$ cat src/rtl/mem_port_arbiter.sv
// Arbitrates the unified single-ported memory between instruction fetch and data access.
// Data access has priority; IF is protected by a starvation counter and hung transactions time out.
module mem_port_arbiter #(
    parameter int unsigned STARVE_MAX = 4,
    parameter int unsigned TIMEOUT    = 15
) (
    input  logic        clk,
    input  logic        rst,
    input  logic        if_req,
    output logic        if_ack,
    output logic [31:0] if_rdata,
    input  logic        dm_req,
    input  logic        dm_we,
    output logic        dm_ack,
    output logic [31:0] dm_rdata,
    output logic        addr_sel,
    output logic        mem_valid,
    output logic        mem_we,
    input  logic        mem_ready,
    input  logic [31:0] mem_rdata,
    output logic        bus_err
);

    localparam int unsigned SW = $clog2(STARVE_MAX + 1);
    localparam int unsigned WW = $clog2(TIMEOUT + 1);
    localparam logic [SW-1:0] STARVE_LIM  = SW'(STARVE_MAX);
    localparam logic [WW-1:0] TIMEOUT_LIM = WW'(TIMEOUT);
    localparam logic [WW-1:0] WAIT_ONE    = WW'(1);

    typedef enum logic [1:0] {
        IDLE    = 2'd0,
        IF_BUSY = 2'd1,
        DM_BUSY = 2'd2
    } state_t;

    state_t        state_q, state_d;
    logic [SW-1:0] starve_q, starve_d;
    logic [WW-1:0] wait_q, wait_d;
    logic          addr_sel_q, addr_sel_d;
    logic          mem_valid_q, mem_valid_d;
    logic          mem_we_q, mem_we_d;
    logic          if_ack_q, if_ack_d;
    logic          dm_ack_q, dm_ack_d;
    logic          bus_err_q, bus_err_d;
    logic [31:0]   if_rdata_q, if_rdata_d;
    logic [31:0]   dm_rdata_q, dm_rdata_d;

    logic          if_req_m, dm_req_m;
    logic          xfer_done;
    logic [31:0]   xfer_data;

    // A requester still showing its ack this cycle cannot be re-granted yet.
    assign if_req_m  = if_req & ~if_ack_q;
    assign dm_req_m  = dm_req & ~dm_ack_q;
    assign xfer_done = mem_ready | (wait_q == TIMEOUT_LIM);
    assign xfer_data = mem_ready ? mem_rdata : '0;

    always_comb begin
        state_d     = state_q;
        starve_d    = starve_q;
        wait_d      = wait_q;
        addr_sel_d  = addr_sel_q;
        mem_valid_d = mem_valid_q;
        mem_we_d    = mem_we_q;
        if_ack_d    = 1'b0;
        dm_ack_d    = 1'b0;
        bus_err_d   = 1'b0;
        if_rdata_d  = if_rdata_q;
        dm_rdata_d  = dm_rdata_q;

        unique case (state_q)
            IDLE: begin
                if (dm_req_m && (!if_req_m || (starve_q < STARVE_LIM))) begin
                    state_d     = DM_BUSY;
                    addr_sel_d  = 1'b1;
                    mem_we_d    = dm_we;
                    mem_valid_d = 1'b1;
                    wait_d      = WAIT_ONE;
                    if (if_req_m) begin
                        starve_d = (starve_q == STARVE_LIM) ? starve_q : starve_q + 1'b1;
                    end else begin
                        starve_d = '0;
                    end
                end else if (if_req_m) begin
                    state_d     = IF_BUSY;
                    addr_sel_d  = 1'b0;
                    mem_we_d    = 1'b0;
                    mem_valid_d = 1'b1;
                    wait_d      = WAIT_ONE;
                    starve_d    = '0;
                end
            end

            IF_BUSY, DM_BUSY: begin
                if (xfer_done) begin
                    state_d     = IDLE;
                    mem_valid_d = 1'b0;
                    mem_we_d    = 1'b0;
                    wait_d      = '0;
                    bus_err_d   = ~mem_ready;
                    if (state_q == IF_BUSY) begin
                        if_ack_d   = 1'b1;
                        if_rdata_d = xfer_data;
                    end else begin
                        dm_ack_d   = 1'b1;
                        dm_rdata_d = xfer_data;
                    end
                end else begin
                    wait_d = wait_q + 1'b1;
                end
            end

            default: state_d = IDLE;
        endcase
    end

    always_ff @(posedge clk) begin
        if (rst) begin
            state_q     <= IDLE;
            starve_q    <= '0;
            wait_q      <= '0;
            addr_sel_q  <= 1'b0;
            mem_valid_q <= 1'b0;
            mem_we_q    <= 1'b0;
            if_ack_q    <= 1'b0;
            dm_ack_q    <= 1'b0;
            bus_err_q   <= 1'b0;
            if_rdata_q  <= '0;
            dm_rdata_q  <= '0;
        end else begin
            state_q     <= state_d;
            starve_q    <= starve_d;
            wait_q      <= wait_d;
            addr_sel_q  <= addr_sel_d;
            mem_valid_q <= mem_valid_d;
            mem_we_q    <= mem_we_d;
            if_ack_q    <= if_ack_d;
            dm_ack_q    <= dm_ack_d;
            bus_err_q   <= bus_err_d;
            if_rdata_q  <= if_rdata_d;
            dm_rdata_q  <= dm_rdata_d;
        end
    end

    assign if_ack    = if_ack_q;
    assign dm_ack    = dm_ack_q;
    assign if_rdata  = if_rdata_q;
    assign dm_rdata  = dm_rdata_q;
    assign addr_sel  = addr_sel_q;
    assign mem_valid = mem_valid_q;
    assign mem_we    = mem_we_q;
    assign bus_err   = bus_err_q;

endmodule
$ cat config.mk
export PLATFORM = sky130hd
export DESIGN_NAME = mem_port_arbiter
export DESIGN_NICKNAME = d
export VERILOG_FILES = /design/src/rtl/mem_port_arbiter.sv
export SDC_FILE = /design/constraint.sdc
export NUM_CORES = 1
export LEC_CHECK = 0
export ABC_AREA = 1
export CORE_ASPECT_RATIO = 0.75
export CORE_UTILIZATION = 41
export CTS_CLUSTER_DIAMETER = 40
export CTS_CLUSTER_SIZE = 25
export DETAILED_ROUTE_END_ITERATION = 6
export PLACE_DENSITY = 0.76
export SLEW_MARGIN = 40
export SYNTH_ARGS = -nofsm -noshare
export SYNTH_HDL_FRONTEND = slang
export SYNTH_SLANG_ARGS = --single-unit
export TNS_END_PERCENT = 50
$ cat constraint.sdc
create_clock -name clk -period 1.5 [get_ports clk]
set_input_delay 0.15 -clock clk [delete_from_list [all_inputs] [get_ports clk]]
set_output_delay 0.15 -clock clk [all_outputs]
set_load 0.05 [all_outputs]
==> results.txt <==
Critical path required time: 1.74 ns
Met3 Usage GRT: 0.114
DR vias/cell: 4.78
Final Cell Area: 0.00464 sq mm
CP bufs+invs: 2
Worst reg-to-reg path cell count: 7
Worst flop-to-flop path startpoint: state_q[0]
Drt initial violations: 134
Met1 Usage GRT: 0.271
Yosys warnings: 0
VDD IR-drop max: 658 uV
DPL Wire Length: 6030 microns
IO Pins: 108
Layout cells sized above 1: 0.206
FF/Latch Area: 0.00158 sq mm
Share of the synthesized area in the top cell type: 0.484
Global-route wire length before repair: 14600 microns
Max Root-Sink Buffers: 2
Die Y-Extent: 79.4 microns
RD Place Congestion: 0.824
Fin Clk Skew: 0.00741 ns
Area of the core: 0.00753 sq mm
# Max-Cap Violations: 0
Sequential share of power: 0.381
Ant diodes: 0
Final period util: 0.944
Cells along the critical path: inv_1 > ha_4 > inv_1 > nand2_2 > nand3_1 > nor2_1 > nor2_1
Ranking of synthesized cells by area: dfxtp_1, nand2_1, a21oi_1, inv_1, nand3_1
Clock power share: 0.301
Combinational Power Share: 0.318
Int Power: 4.15 mW
Min-Delay Path Class: in2reg
Largest net degree at the start of global routing: 56
Area Overhead vs Synth: 41.8%
Vias in the first global route: 3093
Sinks on the clock net: 79
Top Usage Layer GRT: met2
M2 GR Usage: 0.353
Most common cell after layout, fill and taps aside: nand2_1
Die footprint: 0.00834 sq mm
ANT nets after route: 0
Crit Path Category: reg2reg
Fmax: 0.706 GHz
Synth cell types: 18
Starting Density: 0.434
Pwr per Cell Area: 1370 mW/mm^2
Syn Area/Cell: 7.09 sq um
Net switching power: 2.22 mW
Synth Cell Area: 0.00327 sq mm
Worst R2R End: mem_we
Post-Synthesis Cells: 461
Hold Path Depth: 4
CP max-delay cell: dfxtp_1
Yosys top cell by area: dfxtp_1
Final hold slack: 0.161 ns
Switching share of power: 0.349
Arrival @ worst endpoint: 1.66 ns
GR Overflow Total: 0
Min-delay src: mem_ready
DRT Wirelength: 8800 microns
Status: finished, final reports clean
H-tree depth: 3
Antenna violations before repair: 0
CTS tree: done
IO buf count: 107
Part of the Yosys area used for sequential elements: 0.484
Most frequent cells in the layout: nand2_1, buf_4, dfxtp_1, a21oi_1, inv_1
Startpoint types: flop
Residual DRC: 0
Placement Cell Area: 0.00431 sq mm
CTS clk-pin slew, worst paths: 0.08 ns
Final setup violation count: 0
R2R Setup Slk: 0.08 ns
Final slew viol count: 0
CP Capture Type: flop
Lkg Pwr: 2.13 nW
Site Rows: 27
DRT Pass-1 Iters: 4
TritonCTS Buffers: 9
Critical path's top delay family: simple AND/OR/NAND/NOR gates
Worst rel slew slack: 0.748
#FFs+latches synth: 79
Vias: 3214
Count of final hold-check violations: 0
Root buffer cell: clkbuf_8
Post-Syn Nets: 504
Die W: 105 microns
Filler Cell Count: 667
Hold endpoint: bus_err
Worst skew pair latency: 0.34 ns
Worst-Margin Slew: 0.378 ns
Tot GR Track Use: 0.223
DR WL/cell: 13.1 microns
Highest fanout seen on the critical path: 6
Crit-path max cell delay: 0.37 ns
Final nets: 610
Post-layout min period: 1.42 ns
Area of the multi-input gates: 0.00139 sq mm
## flip-flops by register name, indices dropped and copies added, names as in the netlist
| signal | flops |
|---|---|
| dm_rdata | 32 |
| if_rdata | 32 |
| wait_q | 4 |
| starve_q | 3 |
| state_q | 2 |
| addr_sel | 1 |
| bus_err | 1 |
| dm_ack | 1 |
| if_ack | 1 |
| mem_valid | 1 |
| mem_we | 1 |
## power by group through the flow
stage / combinational (mW) / sequential (mW) / clock [mW]
2_1_floorplan: 0.721 / 3.05 / 0
6_report: 2.02 / 2.42 / 1.92
5_1_grt: 2.20 / 2.45 / 2.06
4_1_cts: 1.96 / 2.41 / 1.97
3_5_place_dp: 1.95 / 2.46 / 0
3_3_place_gp: 1.92 / 2.46 / 0
## worst register-to-register path, delay by kind of cell, from the launching register on
| family | cells | cell delay (ns) |
|---|---|---|
| and+or+nand+nor | 4 | 0.49 |
| DFF | 1 | 0.37 |
| adders and majority gates | 1 | 0.32 |
| buffers and inverters | 2 | 0.16 |
## cells by family after synthesis
family | share of synthesized area
AO/OA/AOI/OAI | 0.114
adder cells (fa/ha/maj) | 0.0191
buffers and inverters | 0.106
flip-flops | 0.484
AND/OR/NAND/NOR | 0.277
## worst max path at each step
stage                     cells past startpoint  startpoint  slack, ns      endpoint
after global routing                          8  state_q[1]     -0.002        mem_we
after floorplan                               7      if_ack       0.06        mem_we
after CTS                                     7   wait_q[1]      0.007  dm_rdata[11]
after global placement                        6      dm_req       0.07     wait_q[1]
final                                         7  state_q[0]       0.08        mem_we
after detailed placement                      7  state_q[0]      -0.01     wait_q[2]
## area by class of cell
type                       instances  share of cell area
tap                              101              0.0273
timing repair buffer             126               0.236
clock buffer                      10              0.0297
sequential                        79               0.342
inverter                          53              0.0429
clock inverter                     6              0.0232
multi-input combinational        298               0.299
## repair_timing
action	CTS	global route
gates resized for setup	1	11
pin swaps	0	1
endpoints found under the setup margin	5	40
gates cloned	0	1
hold buffers	0	0
endpoints found under the hold margin	0	0
buffers inserted	0	1
## metal layers
layer | up-vias | part of all wire
li1 | 1667 | -
met1 | 1445 | 0.45
met2 | 94 | 0.44
met3 | 8 | 0.096
met4 | 0 | 0.0084
met5 | - | 0
## through the flow
stage / setup WS [ns] / std cells / power (mW) / TNS [ns] / util
3_5_place_dp: -0.0102 / 655 / 4.41 / -0.0149 / 0.572
6_report: 0.0842 / 673 / 6.37 / 0 / 0.616
5_1_grt: -0.00176 / 673 / 6.71 / -0.00176 / 0.616
4_1_cts: 0.00663 / 671 / 6.35 / 0 / 0.605
3_3_place_gp: 0.0682 / 655 / 4.37 / 0 / 0.572
2_1_floorplan: 0.0601 / 461 / 3.77 / 0 / -
## synthesized netlist by cell type
| cell | count |
|---|---|
| nand2_1 | 133 |
| dfxtp_1 | 79 |
| a21oi_1 | 70 |
| inv_1 | 53 |
| nand3_1 | 36 |
| nor2_1 | 35 |
| buf_2 | 13 |
| nand4_1 | 12 |
| clkbuf_1 | 11 |
| ha_1 | 5 |
| buf_1 | 4 |
| o21ai_0 | 3 |
| buf_6 | 2 |
| a31oi_1 | 1 |
| clkbuf_2 | 1 |
| nand2_2 | 1 |
| nand3_2 | 1 |
| nor3_1 | 1 |
(Power assumes the default switching activity.)
